<file path="config.mk">
export PLATFORM = sky130hd
export DESIGN_NAME = wash_seq_gen_flat
export DESIGN_NICKNAME = d
export VERILOG_FILES = /design/src/rtl/wash_pkg.sv /design/src/rtl/wash_seq_gen_if.sv /design/src/rtl/sec_tick_gen.sv /design/src/rtl/wash_seq_gen.sv /design/src/flat_wrapper.sv
export SDC_FILE = /design/constraint.sdc
export NUM_CORES = 1
export LEC_CHECK = 0
export ABC_AREA = 1
export BUFFER_PORTS_ARGS = -buffer_cell sky130_fd_sc_hd__buf_4
export CORE_MARGIN = 2
export CORE_UTILIZATION = 40
export CTS_CLUSTER_SIZE = 40
export DETAILED_ROUTE_END_ITERATION = 12
export SKIP_CTS_REPAIR_TIMING = 1
export SYNTH_ARGS = -nofsm -noshare
export SYNTH_HDL_FRONTEND = slang
export SYNTH_SLANG_ARGS = --single-unit
</file>
<file path="constraint.sdc">
create_clock -name clk -period 3.45 [get_ports clk]
set_clock_uncertainty 0.2 [all_clocks]
set_input_delay 0.5175 -clock clk [delete_from_list [all_inputs] [get_ports clk]]
set_output_delay 0.5175 -clock clk [all_outputs]
set_load 0.005 [all_outputs]
</file>
<file path="src/rtl/wash_pkg.sv">
// Shared encodings for the wash sequencer: phase/stage codes, motor codes
// and the size multiplier derived from the mode switches.
package wash_pkg;

  typedef enum logic [2:0] {
    PH_IDLE    = 3'd0,
    PH_FILL    = 3'd1,
    PH_AGITATE = 3'd2,
    PH_DRAIN   = 3'd3,
    PH_SPIN    = 3'd4,
    PH_DONE    = 3'd5
  } phase_t;

  typedef enum logic [1:0] {
    ST_NONE  = 2'd0,
    ST_WASH  = 2'd1,
    ST_RINSE = 2'd2,
    ST_SPIN  = 2'd3
  } stage_t;

  localparam logic [1:0] MOTOR_STOP = 2'b00;
  localparam logic [1:0] MOTOR_FWD  = 2'b01;
  localparam logic [1:0] MOTOR_REV  = 2'b10;

  // Load size k: 0 means spin-only, 1..3 scale the agitate phases.
  function automatic logic [1:0] k_of_mode(input logic [1:0] mode);
    case (mode)
      2'b01:   return 2'd1;
      2'b10:   return 2'd2;
      2'b11:   return 2'd3;
      default: return 2'd0;
    endcase
  endfunction

endpackage

</file>
<file path="src/rtl/wash_seq_gen_if.sv">
// Switch-side inputs and display/LED-side outputs of the wash sequencer.
// start/pause are levels, abort is a one-cycle pulse, done is a one-cycle pulse; there is no back-pressure.
interface wash_seq_gen_if #(
  parameter int LEVEL_W = 8,
  parameter int REM_W   = 10
);
  logic               start;
  logic [1:0]         mode;
  logic               pause;
  logic               abort;
  logic [2:0]         phase;
  logic [1:0]         stage;
  logic [1:0]         rinse_idx;
  logic [1:0]         motor;
  logic               valve_in;
  logic               valve_out;
  logic [LEVEL_W-1:0] level;
  logic [REM_W-1:0]   rem_sec;
  logic               busy;
  logic               done;

  modport master (
    output start, mode, pause, abort,
    input  phase, stage, rinse_idx, motor, valve_in, valve_out, level, rem_sec, busy, done
  );

  modport slave (
    input  start, mode, pause, abort,
    output phase, stage, rinse_idx, motor, valve_in, valve_out, level, rem_sec, busy, done
  );
endinterface

</file>
<file path="src/rtl/sec_tick_gen.sv">
// One-second tick divider; counts only while enabled and restarts a full second on clr.
module sec_tick_gen #(
  parameter int CLK_PER_SEC = 100000000
) (
  input  logic clk,
  input  logic rst,
  input  logic en,
  input  logic clr,
  output logic tick
);
  localparam int CW = $clog2(CLK_PER_SEC);

  logic [CW-1:0] cnt_q, cnt_d;

  assign tick = en && (cnt_q == CW'(CLK_PER_SEC - 1));

  always_comb begin
    cnt_d = cnt_q;
    if (clr)       cnt_d = '0;
    else if (tick) cnt_d = '0;
    else if (en)   cnt_d = cnt_q + CW'(1);
  end

  always_ff @(posedge clk or posedge rst) begin
    if (rst) cnt_q <= '0;
    else     cnt_q <= cnt_d;
  end
endmodule

</file>
<file path="src/rtl/wash_seq_gen.sv">
// Parametrised wash-cycle sequencer: fill/agitate/drain per wash and rinse, then spin,
// with pause, abort-with-drain and a remaining-seconds counter. Outputs are registered.
module wash_seq_gen
  import wash_pkg::*;
#(
  parameter int CLK_PER_SEC = 100000000,
  parameter int LEVEL_W     = 8,
  parameter int N_RINSE     = 1,
  parameter int WASH_UNIT   = 10,
  parameter int RINSE_UNIT  = 10,
  parameter int SPIN_T      = 15,
  parameter int REM_W       = 10
) (
  input logic           clk,
  input logic           rst,
  wash_seq_gen_if.slave bus
);
  localparam int AG_MAX    = 3 * ((WASH_UNIT > RINSE_UNIT) ? WASH_UNIT : RINSE_UNIT);
  localparam int T_MAX     = (AG_MAX > SPIN_T) ? AG_MAX : SPIN_T;
  localparam int TMR_W     = $clog2(T_MAX + 1);
  localparam int RUN_BASE  = 2 * LEVEL_W * (1 + N_RINSE) + SPIN_T;
  localparam int RUN_PER_K = WASH_UNIT + N_RINSE * RINSE_UNIT;

  phase_t             phase_q, phase_d;
  stage_t             stage_q, stage_d;
  logic [1:0]         rinse_q, rinse_d, k_q, k_d, motor_q, motor_d;
  logic               valve_in_q, valve_in_d, valve_out_q, valve_out_d;
  logic               busy_q, busy_d, done_q, done_d, abrt_q, abrt_d;
  logic [LEVEL_W-1:0] level_q, level_d, lvl_up, lvl_dn;
  logic [REM_W-1:0]   rem_q, rem_d;
  logic [TMR_W-1:0]   timer_q, timer_d, agit_last;
  logic               accept, tick, div_clr;

  assign accept    = bus.start && (phase_q == PH_IDLE || phase_q == PH_DONE);
  assign div_clr   = accept || (bus.abort && busy_q);
  assign lvl_up    = (level_q << 1) | LEVEL_W'(1);
  assign lvl_dn    = level_q >> 1;
  assign agit_last = TMR_W'(int'(k_q) * ((stage_q == ST_RINSE) ? RINSE_UNIT : WASH_UNIT) - 1);

  sec_tick_gen #(.CLK_PER_SEC(CLK_PER_SEC)) u_tick (
    .clk  (clk),
    .rst  (rst),
    .en   (busy_q && !bus.pause),
    .clr  (div_clr),
    .tick (tick)
  );

  always_comb begin
    phase_d = phase_q;
    stage_d = stage_q;
    rinse_d = rinse_q;
    k_d     = k_q;
    level_d = level_q;
    rem_d   = rem_q;
    timer_d = timer_q;
    abrt_d  = abrt_q;
    done_d  = 1'b0;
    if (accept) begin
      k_d     = k_of_mode(bus.mode);
      rinse_d = 2'd0;
      level_d = '0;
      timer_d = '0;
      abrt_d  = 1'b0;
      if (bus.mode == 2'b00) begin
        phase_d = PH_SPIN;
        stage_d = ST_SPIN;
        rem_d   = REM_W'(SPIN_T);
      end else begin
        phase_d = PH_FILL;
        stage_d = ST_WASH;
        rem_d   = REM_W'(RUN_BASE + int'(k_of_mode(bus.mode)) * RUN_PER_K);
      end
    end else if (bus.abort && busy_q) begin
      timer_d = '0;
      if (phase_q == PH_SPIN) begin
        phase_d = PH_IDLE;
        stage_d = ST_NONE;
        rinse_d = 2'd0;
        rem_d   = '0;
      end else begin
        // Never leave water in the drum: drain whatever is there, one second per bar.
        phase_d = PH_DRAIN;
        abrt_d  = 1'b1;
        rem_d   = REM_W'($countones(level_q));
      end
    end else if (tick) begin
      rem_d = (rem_q == '0) ? '0 : rem_q - REM_W'(1);
      case (phase_q)
        PH_FILL: begin
          level_d = lvl_up;
          if (&lvl_up) phase_d = PH_AGITATE;
        end
        PH_AGITATE: begin
          timer_d = timer_q + TMR_W'(1);
          if (timer_q == agit_last) begin
            phase_d = PH_DRAIN;
            timer_d = '0;
          end
        end
        PH_DRAIN: begin
          level_d = lvl_dn;
          if (lvl_dn == '0) begin
            if (abrt_q) begin
              phase_d = PH_IDLE;
              stage_d = ST_NONE;
              rinse_d = 2'd0;
              abrt_d  = 1'b0;
            end else if (int'(rinse_q) < N_RINSE) begin
              phase_d = PH_FILL;
              stage_d = ST_RINSE;
              rinse_d = rinse_q + 2'd1;
            end else begin
              phase_d = PH_SPIN;
              stage_d = ST_SPIN;
              rinse_d = 2'd0;
            end
          end
        end
        PH_SPIN: begin
          timer_d = timer_q + TMR_W'(1);
          if (timer_q == TMR_W'(SPIN_T - 1)) begin
            phase_d = PH_DONE;
            stage_d = ST_NONE;
            timer_d = '0;
            rem_d   = '0;
            done_d  = 1'b1;
          end
        end
        default: ;
      endcase
    end

    // Actuators follow the next phase, but are all off while paused.
    motor_d     = MOTOR_STOP;
    valve_in_d  = 1'b0;
    valve_out_d = 1'b0;
    if (!bus.pause) begin
      case (phase_d)
        PH_FILL:    valve_in_d = 1'b1;
        PH_AGITATE: motor_d = timer_d[0] ? MOTOR_REV : MOTOR_FWD;
        PH_DRAIN:   valve_out_d = 1'b1;
        PH_SPIN: begin
          motor_d     = MOTOR_FWD;
          valve_out_d = 1'b1;
        end
        default: ;
      endcase
    end
    busy_d = phase_d inside {PH_FILL, PH_AGITATE, PH_DRAIN, PH_SPIN};
  end

  always_ff @(posedge clk or posedge rst) begin
    if (rst) begin
      phase_q     <= PH_IDLE;
      stage_q     <= ST_NONE;
      rinse_q     <= 2'd0;
      k_q         <= 2'd0;
      level_q     <= '0;
      rem_q       <= '0;
      timer_q     <= '0;
      abrt_q      <= 1'b0;
      done_q      <= 1'b0;
      motor_q     <= MOTOR_STOP;
      valve_in_q  <= 1'b0;
      valve_out_q <= 1'b0;
      busy_q      <= 1'b0;
    end else begin
      phase_q     <= phase_d;
      stage_q     <= stage_d;
      rinse_q     <= rinse_d;
      k_q         <= k_d;
      level_q     <= level_d;
      rem_q       <= rem_d;
      timer_q     <= timer_d;
      abrt_q      <= abrt_d;
      done_q      <= done_d;
      motor_q     <= motor_d;
      valve_in_q  <= valve_in_d;
      valve_out_q <= valve_out_d;
      busy_q      <= busy_d;
    end
  end

  assign bus.phase     = phase_q;
  assign bus.stage     = stage_q;
  assign bus.rinse_idx = rinse_q;
  assign bus.motor     = motor_q;
  assign bus.valve_in  = valve_in_q;
  assign bus.valve_out = valve_out_q;
  assign bus.level     = level_q;
  assign bus.rem_sec   = rem_q;
  assign bus.busy      = busy_q;
  assign bus.done      = done_q;
endmodule

</file>
<file path="src/flat_wrapper.sv">
// flat-port wrapper written by rule: the top's interface ports become plain ports
module wash_seq_gen_flat import wash_pkg::*;
#(
  parameter int CLK_PER_SEC = 100000000,
  parameter int LEVEL_W     = 8,
  parameter int N_RINSE     = 1,
  parameter int WASH_UNIT   = 10,
  parameter int RINSE_UNIT  = 10,
  parameter int SPIN_T      = 15,
  parameter int REM_W       = 10
)
  (clk, rst, bus_start, bus_mode, bus_pause, bus_abort, bus_phase, bus_stage, bus_rinse_idx, bus_motor, bus_valve_in, bus_valve_out, bus_level, bus_rem_sec, bus_busy, bus_done);
  wash_seq_gen_if #(.LEVEL_W(LEVEL_W), .REM_W(REM_W)) bus_i ();
  input logic clk;
  input logic rst;
  input wire logic [$bits(bus_i.start)-1:0] bus_start;
  input wire logic [$bits(bus_i.mode)-1:0] bus_mode;
  input wire logic [$bits(bus_i.pause)-1:0] bus_pause;
  input wire logic [$bits(bus_i.abort)-1:0] bus_abort;
  output wire logic [$bits(bus_i.phase)-1:0] bus_phase;
  output wire logic [$bits(bus_i.stage)-1:0] bus_stage;
  output wire logic [$bits(bus_i.rinse_idx)-1:0] bus_rinse_idx;
  output wire logic [$bits(bus_i.motor)-1:0] bus_motor;
  output wire logic [$bits(bus_i.valve_in)-1:0] bus_valve_in;
  output wire logic [$bits(bus_i.valve_out)-1:0] bus_valve_out;
  output wire logic [$bits(bus_i.level)-1:0] bus_level;
  output wire logic [$bits(bus_i.rem_sec)-1:0] bus_rem_sec;
  output wire logic [$bits(bus_i.busy)-1:0] bus_busy;
  output wire logic [$bits(bus_i.done)-1:0] bus_done;
  assign bus_i.start = bus_start;
  assign bus_i.mode = bus_mode;
  assign bus_i.pause = bus_pause;
  assign bus_i.abort = bus_abort;
  assign bus_phase = bus_i.phase;
  assign bus_stage = bus_i.stage;
  assign bus_rinse_idx = bus_i.rinse_idx;
  assign bus_motor = bus_i.motor;
  assign bus_valve_in = bus_i.valve_in;
  assign bus_valve_out = bus_i.valve_out;
  assign bus_level = bus_i.level;
  assign bus_rem_sec = bus_i.rem_sec;
  assign bus_busy = bus_i.busy;
  assign bus_done = bus_i.done;
  wash_seq_gen #(.CLK_PER_SEC(CLK_PER_SEC), .LEVEL_W(LEVEL_W), .N_RINSE(N_RINSE), .WASH_UNIT(WASH_UNIT), .RINSE_UNIT(RINSE_UNIT), .SPIN_T(SPIN_T), .REM_W(REM_W)) u_core (.clk(clk), .rst(rst), .bus(bus_i));
endmodule
</file>
# After elaboration in Yosys (flattened, before gate mapping)
# Index checks and enable logic that the tools add are counted.
word_totals:
  ff_bits: 66
  input_bits: 7
  output_inout_bits: 31
  wordCells: 149
classes:
  addsub: 13
  mul: 2
  magnitude_cmp: 1
  n_eq_ne: 21
  muxes: 71
  reduce_logical: 26
ops:
  columns: ["cell", "n"]
  rows:
  - ["two-way mux 27 bit", 3]
  - ["two-way mux 10 bit", 8]
  - ["two-way mux 2 bit", 20]
  - ["adder 10 bit", 3]
  - ["two-way mux 3 bit", 10]
  - ["adder 27 x 1 -> 27 bit, second input constant", 1]
  - ["equality test 27 bit, second input constant", 1]
  - ["two-way mux 5 bit", 5]
  - ["two-way mux 8 bit", 3]
  - ["two-way mux 1 bit", 16]
  - ["case mux 8 bit (2 select lines)", 1]
  - ["nonzero test 3 bit", 5]
  - ["equality test 3 x 2 -> 1 bit, second input constant", 4]
  - ["case mux 3 bit (4 select lines)", 1]
  - ["adder 7 x 10 -> 10 bit, first input constant", 1]
  - ["zero test 10 bit", 1]
  - ["case mux 5 bit (2 select lines)", 1]
  - ["subtractor 10 x 1 -> 10 bit, second input constant", 1]
  - ["equality test 3 bit, second input constant", 3]
  - ["adder 1 x 1 -> 2 bit", 4]
  - ["zero test 8 bit", 1]
  - ["case mux 2 bit (2 select lines)", 2]
  - ["AND reduction 4 bit", 2]
  - ["nonzero test 4 bit", 2]
  - ["other kinds (28)", 35]

# Logic depth before layout (Yosys ltp)
# Gate-level depths: netlist of the first run.
depth:
  ltp_word: 12
  depth_mapped: 16
  ltp_nobuf: 16

# Hierarchy
# From an unflattened synthesis of the first run, not the netlist that was laid out.
hier_totals:
  hier_cells: 604
  area_unflattened_um2: 4408.0
by_module_without_submodules:
  columns: ["module", "n_inst", "cells_per_inst", "area_per_inst_um2", "seq_area_each_um2"]
  rows:
  - ["wash_seq_gen", 1, 340, 2622.5, 975.9]
  - ["sec_tick_gen", 1, 264, 1785.5, 675.6]

# Worst setup path after synthesis of the first run
# OpenSTA, ideal clock, no wires.
synth_timing:
  path_type: "register -> register"
  from: "reg u_core.level_q[4] (netlist: u_core.bus.level[4])"
  to: "reg u_core.rem_q[2] (netlist: u_core.bus.rem_sec[2])"
  setup_time_ps: 82
  arrival_ps: 2542
  t_required_ps: 3168
  slack_ps: 626
  path_stages_with_launch: 10
  n_path_buf: 0
  path_cell_list: "dfrtp_1 -> ha_1 -> inv_1 -> fa_1 -> inv_1 -> fa_1 -> ha_1 -> fa_1 -> nand2_1 -> a31oi_1"
synth_between:
  elab_chain_cells: 6
synth_rtl:
  columns: ["item", "line_no", "rtl"]
  rows:
  - ["start: declaration", "wash_seq_gen.sv:29", "logic [LEVEL_W-1:0] level_q, level_d, lvl_up, lvl_dn;"]
  - ["start signal: assignment", "wash_seq_gen.sv:172", "level_q <= level_d;"]
  - ["adder 1 x 1 -> 2 bit (implied by the code)", "wash_seq_gen.sv:84", "rem_d = REM_W'($countones(level_q));"]
  - ["adder 10 bit (implied by the code) (2 in a row)", "wash_seq_gen.sv:84", null]
  - ["two-way mux 10 bit", "wash_seq_gen.sv:75", "if (phase_q == PH_SPIN) begin"]
  - ["two-way mux 10 bit", "wash_seq_gen.sv:73", "end else if (bus.abort && busy_q) begin"]
  - ["two-way mux 10 bit", "wash_seq_gen.sv:58", "if (accept) begin"]
  - ["end signal: assignment", "wash_seq_gen.sv:173", "rem_q <= rem_d;"]
  - ["end: declaration", "wash_seq_gen.sv:30", "logic [REM_W-1:0] rem_q, rem_d;"]
# Every way passes these cells.
# A chain may end at the register's enable or synchronous reset.

# Worst setup path after layout of the first run
layout_timing:
  from: "reg u_core.level_q[1] (netlist: u_core.bus.level[1])"
  to: "reg u_core.rem_q[2] (netlist: u_core.bus.rem_sec[2])"
# Same word-level chain as after synthesis.

==> metrics, run 1 <==
setup ws final a little over 0.5 ns; Area growth syn-to-layout 13.77%; Seq/Total Area, Yosys a little under two fifths; hold_ws 0.09079 ns; Primary FF master, synth dfrtp_1; final core utilization between 40% and 50%; Mapped Cells 592; Crit path top cell by count fa_1; Syn. warnings 0; final-layout fill cell count 1081; DRT Wirelength roughly 11000 microns; Peak Freq about 340 MHz; first-pass GRT wire length roughly 19000 microns; initial drt markers around 250; nets@finish 664; Max Root-Sink Buffers 2; Die ar. roughly 0.012 sq mm; I/O Buffers 37; Mean Syn Cell Area between 7 and 8 sq um; drt first pass iters 4; Root Buffer clkbuf_8; Startpoint Class flip-flop; Post-Synthesis Cell Area ~0.0044 sq mm; Max VDD drop between 0.15 and 0.2 mV; GRT Util Overall 20.00%; slowest stage cell on the critical path fa_1; CP cell instances ha_1, inv_1, fa_1, inv_1, fa_1, ha_1, fa_1, nand2_1, a31oi_1; drt via density about 5.1; slew margin rel. approximately 53%; clk sinks 66; Lkg Pwr about 0.0023 uW; initial antenna violation count 0; Worst-path clk slew roughly 0.080 ns; worst slack, placed between 0.5 and 0.6 ns; Final Slew Violations 0; CP Class flip-flop to flip-flop; commonest non-fill, non-tap cell in the layout nand2_1; worst slew pin tran a little over 0.7 ns; Residual DRC 0; kind of end point of the critical path flip-flop; min-delay worst type primary input to asynchronous set/reset pin; placed cells 763; final worst path period need 2.935 ns; via count of the first global-routing pass approximately 3900; Worst EP required ~3.5 ns; Die Span X 109.0 microns; Final Hold Viols 0; EDFF count, synth 0; total CTS buffers 9; Starting Density 40.83%; Final setup viols 0; Final Non-Filler Cells about 780; layout cell share with drive strength beyond 1 14.11%; CP peak stage delay 0.50 ns; commonest cells after routing, fill and taps aside 114 x nand2_1, 84 x inv_1, 67 x nor2_1; global route overflow 0; status completed; number of synthesized register bits 66; power density of the placed cells 353.2 mW/mm^2; RePlAce Congestion ~0.90; post-synth top area share a little under two fifths; Worst EP arrival 3.01 ns; unrepaired setup endpoints after global routing no; hpwl dp about 8300 microns; CP Max Fanout 6; Die Height approximately 110 microns; # rows 38; CTS tree done; Sum Neg Setup Slack 0 ns; worst-skew pair later-pin latency 0.35 ns; n_diodes 0; remaining antenna violation count after routing 0; top area cells in the synthesized netlist dfrtp_1 37%, nand2_1 9.7%, inv_1 7.2%; WL/cell about 14 microns; asr flop ratio synth 100.0%; Final period util a little under nine tenths; Ports 38; H-tree depth 3; leading area contributor after synthesis dfrtp_1; Post-Syn Nets between 600 and 700; pin count of the biggest net entering global routing 32; via count about 4000; Core Region about 0.011 sq mm; MaxCap Viol Count 0; Netlist cell types 43
final timing paths:
path	slack (ns)	cells past startpoint	start	end
setup reg to reg	0.51	9	u_core.bus.level[1]	u_core.bus.rem_sec[2]
max in group asynchronous	2.23	3	rst	u_core.timer_q[1]
setup / recovery	0.51	9	u_core.bus.level[1]	u_core.bus.rem_sec[2]
min in group clk	0.16	2	bus_pause	u_core.bus.valve_out
hold / removal	0.09	2	rst	u_core.u_tick.cnt_q[26]
hold reg to reg	0.30	2	u_core.bus.stage[1]	u_core.bus.stage[1]
flip-flops by register name (all words and copies together) (netlist names), 2 cells and up:
| signal | flops |
|---|---|
| u_core.bus.phase | 3 |
| u_core.k_q | 2 |
| u_core.bus.level | 8 |
| u_core.u_tick.cnt_q | 27 |
| u_core.bus.motor | 2 |
| u_core.bus.stage | 2 |
| u_core.bus.rinse_idx | 2 |
| u_core.timer_q | 5 |
| u_core.bus.rem_sec | 10 |
metal layers:
layer	wire [microns]	track usage, %	vias up
met4	161	6.227	0
met5	0	0	-
met3	417	3.646	13
li1	-	-	2035
met1	5073	26.24	1857
met2	5306	33.41	82
power by group:
group | switching, uW | total [uW] | internal, uW
Combinational | 166 | 282 | 116
Sequential | 39.3 | 847 | 808
Clock | 294 | 642 | 348
Total | 499 | 1770 | 1270
Yosys cell counts (2+ instances only):
| library cell | n |
|---|---|
| a32o_1 | 2 |
| o21ai_1 | 4 |
| a21oi_1 | 25 |
| nor3_1 | 19 |
| a211oi_1 | 3 |
| nand2_1 | 114 |
| buf_2 | 4 |
| nand2_8 | 2 |
| nor4_1 | 8 |
| o22ai_1 | 6 |
| nor2_4 | 2 |
| o21ai_0 | 36 |
| o32ai_1 | 2 |
| a31oi_1 | 3 |
| dfrtp_1 | 66 |
| nand3_1 | 48 |
| inv_1 | 85 |
| xor2_1 | 12 |
| nand3_4 | 2 |
| nand3_2 | 2 |
| fa_1 | 4 |
| nand4_1 | 13 |
| ha_1 | 19 |
| nand2_2 | 8 |
| or2_2 | 3 |
| buf_4 | 3 |
| nor2_1 | 67 |
| o31ai_1 | 2 |
| inv_2 | 6 |
| nor2_2 | 9 |
per-stage QoR:
| stage | area, sq um | total power (uW) |
|---|---|---|
| 5_1_grt | 5014 | 1870 |
| 4_1_cts | 5014 | 1792 |
| 3_5_place_dp | 4828 | 1145 |
| 6_report | 5014 | 1771 |
| 2_1_floorplan | 4407 | 1034 |
| 3_3_place_gp | 4828 | 1141 |
cells by family after synthesis:
kind of cell	share of synthesized area, %
buf+inv	9.086
flops	37.48
xor+xnor	2.385
simple gates	32.54
compound gates	11.30
fa+ha+maj	7.212
final cells by class:
type	count	area (sq um)	share of cell area, %
clock inverter	3	40.04	0.7986
sequential	66	1652	32.94
multi-input combinational	425	2355	46.97
inverter	93	354.1	7.063
tap	140	175.2	3.494
timing repair buffer	39	292.8	5.840
clock buffer	12	145.1	2.895
critical path, delay by kind of cell, from the launching register on:
kind	cells	cell delay [ns]
adder cells (fa/ha/maj)	5	1.89
flip-flops	1	0.44
AO/OA/AOI/OAI	1	0.16
buffers and inverters	2	0.12
AND/OR/NAND/NOR	1	0.05
No activity file was read; power rests on OpenSTA's default activity.
==> inputs of run 2 (changes only) <==
--- a/config.mk
+++ b/config.mk
@@ -5,12 +5,13 @@
 export SDC_FILE = /design/constraint.sdc
 export NUM_CORES = 1
 export LEC_CHECK = 0
-export ABC_AREA = 1
+export ABC_AREA = 0
 export BUFFER_PORTS_ARGS = -buffer_cell sky130_fd_sc_hd__buf_4
-export CORE_MARGIN = 2
+export CORE_MARGIN = 4
 export CORE_UTILIZATION = 40
 export CTS_CLUSTER_SIZE = 40
 export DETAILED_ROUTE_END_ITERATION = 12
+export REMOVE_ABC_BUFFERS = 1
 export SKIP_CTS_REPAIR_TIMING = 1
 export SYNTH_ARGS = -nofsm -noshare
 export SYNTH_HDL_FRONTEND = slang
==> run 2 against run 1 <==
Combinational power is 42% higher; non-clock buffer count rose by 4; clock power increased by 13%; sequential share of layout area is 1.7 points higher; via count decreased by 13%; die area grew 1.0%; area after synthesis is 6.4% lower; maximum frequency fell by 5.5%; register-to-register slack lost 0.17 ns.
==> metrics, run 2 <==
area of the multi-input gates about 0.0023 sq mm; Total Power just over 2000 uW; asr flop ratio synth 100.0%; CP Class flip-flop to flip-flop; placed cells 609; MaxCap Viol Count 0; Netlist cell types 67; pin count of the biggest net entering global routing 37; Final Slew Violations 0; drt first pass iters 4; initial drt markers around 180; worst-skew pair later-pin latency roughly 0.34 ns; flip-flop count of the largest register after layout 27; Peak Freq between 300 and 400 MHz; number of synthesized register bits 66; final-layout fill cell count 960; I/O Buffers 37; top area cells in the synthesized netlist dfrtp_1 40%, ha_1 5.8%, nor2_1 5.5%; Top reg by flops u_core.u_tick.cnt_q; initial antenna violation count 0; first-pass GRT wire length between 15000 and 20000 microns; commonest non-fill, non-tap cell in the layout dfrtp_1; # rows 36; power density of the placed cells 428.6 mW/mm^2; Ports 38; worst slew pin tran 0.8440 ns; Core Region 0.009910 sq mm; Die Height approximately 110 microns; leading area contributor after synthesis dfrtp_1; kind of end point of the critical path flip-flop; via count 3465; remaining antenna violation count after routing 0; CP peak stage delay between 0.5 and 0.6 ns; WL/cell roughly 16 microns; Die Span X ~110 microns; Worst EP required around 3.5 ns; worst slack, placed 0.3938 ns; H-tree depth 3; drt via density 5.544; n_diodes 0; total CTS buffers 9; Seq/Total Area, Yosys about two fifths; Die ar. ~0.012 sq mm; clk sinks 66; Root Buffer clkbuf_8; slew margin rel. around 43%; hold_ws just under 0.09 ns; min-delay worst type primary input to asynchronous set/reset pin; global route overflow 0; Post-synth top cells 66 x dfrtp_1, 60 x nor2_1, 33 x nand2_1; via count of the first global-routing pass around 3400; post-synth top area share around two fifths; commonest cells after routing, fill and taps aside 66 x dfrtp_1, 60 x nor2_1, 42 x buf_4; critical path buffer and inverter count 2; Final Non-Filler Cells about 630; Worst-path clk slew about 0.080 ns; status completed; Mean Syn Cell Area 9.202 sq um; Primary FF master, synth dfrtp_1; Crit path top cell by count fa_1; CP Max Fanout 6; nets@finish a little over 500; RePlAce Congestion 0.8661; CTS tree done; EDFF count, synth 0; Startpoint Class flip-flop; Sum Neg Setup Slack 0 ns; CP cell instances ha_1, inv_1, fa_1, inv_1, fa_1, ha_1, fa_1, a211oi_1, o31ai_1; Max Root-Sink Buffers 2; Top Family by Delay on Critical Path adder cells; Syn. warnings 0; Post-Synthesis Cell Area about 0.004 sq mm; Max VDD drop slightly below 0.2 mV; DRT Wirelength just under 10000 microns; Lkg Pwr around 0.0022 uW; Seq. cell area around 0.0017 sq mm; layout cell share with drive strength beyond 1 15.65%; Area growth syn-to-layout 15.57%; setup ws final approximately 0.34 ns; Final period util approximately nine tenths; Starting Density about two fifths; Worst EP arrival just over 3 ns; Residual DRC 0; hpwl dp about 7200 microns; slowest stage cell on the critical path fa_1; count leader, synth dfrtp_1; Final setup viols 0; final worst path period need ~3.1 ns; Final Hold Viols 0; GRT Util Overall approximately 18%; Mapped Cells between 400 and 500; unrepaired setup endpoints after global routing no
==> run 2: cell count changes after synthesis, sizes merged, moves of 7 or more <==
cell | previous run | this run
nor2 | 78 | 60
nand2 | 125 | 33
nand2b | 0 | 7
clkbuf | 1 | 9
nand3 | 52 | 22
inv | 92 | 21
mux2i | 0 | 8
xnor2 | 0 | 10
==> run 2: where the power goes <==
part	switching, uW	internal (uW)
Combinational	218	183
Clock	303	425
Sequential	76.5	837
Total	597	1450
==> run 2: cell type report <==
cell class                 instances  share of cell area, %
inverter                          21                  1.654
clock buffer                      11                  2.967
timing repair buffer              43                  7.038
clock inverter                     5                  1.628
multi-input combinational        346                  48.56
sequential                        66                  34.66
tap                              133                  3.493
==> run 2: final timing paths <==
kind                                     start                       to  slack (ns)  cells after the start
hold reg to reg              u_core.timer_q[4]        u_core.timer_q[4]        0.34                      1
max in group asynchronous                  rst     u_core.bus.valve_out        2.33                      3
min in group clk                     bus_pause     u_core.bus.valve_out        0.19                      2
setup / recovery           u_core.bus.level[5]    u_core.bus.rem_sec[2]        0.34                      9
hold / removal                             rst  u_core.bus.rinse_idx[0]        0.09                      2
setup reg to reg           u_core.bus.level[5]    u_core.bus.rem_sec[2]        0.34                      9
==> run 2: routing by layer <==
layer	wire (microns)	share of wire, %	global-route usage [%]	vias to the layer above
li1	-	-	-	1683
met1	4659	47	23.82	1690
met2	4595	47	27.55	76
met3	468	4.7	4.287	16
met4	146	1.5	5.966	0
met5	0	0	0	-
==> run 2: cells by family after synthesis <==
group / synth area share (%)
XOR/XNOR: 5.523
adder cells (fa/ha/maj): 7.709
multiplexers: 3.035
AO/OA/AOI/OAI: 14.75
flip-flops: 40.06
buffers and inverters: 3.824
AND/OR/NAND/NOR: 25.10
==> run 2: stage by stage <==
stage | utilization [%] | cell area [sq um]
after floorplan | - | 4044
after global placement | 45.87 | 4546
after detailed placement | 45.87 | 4546
after CTS | 48.08 | 4765
after global routing | 48.08 | 4765
final | 48.08 | 4765
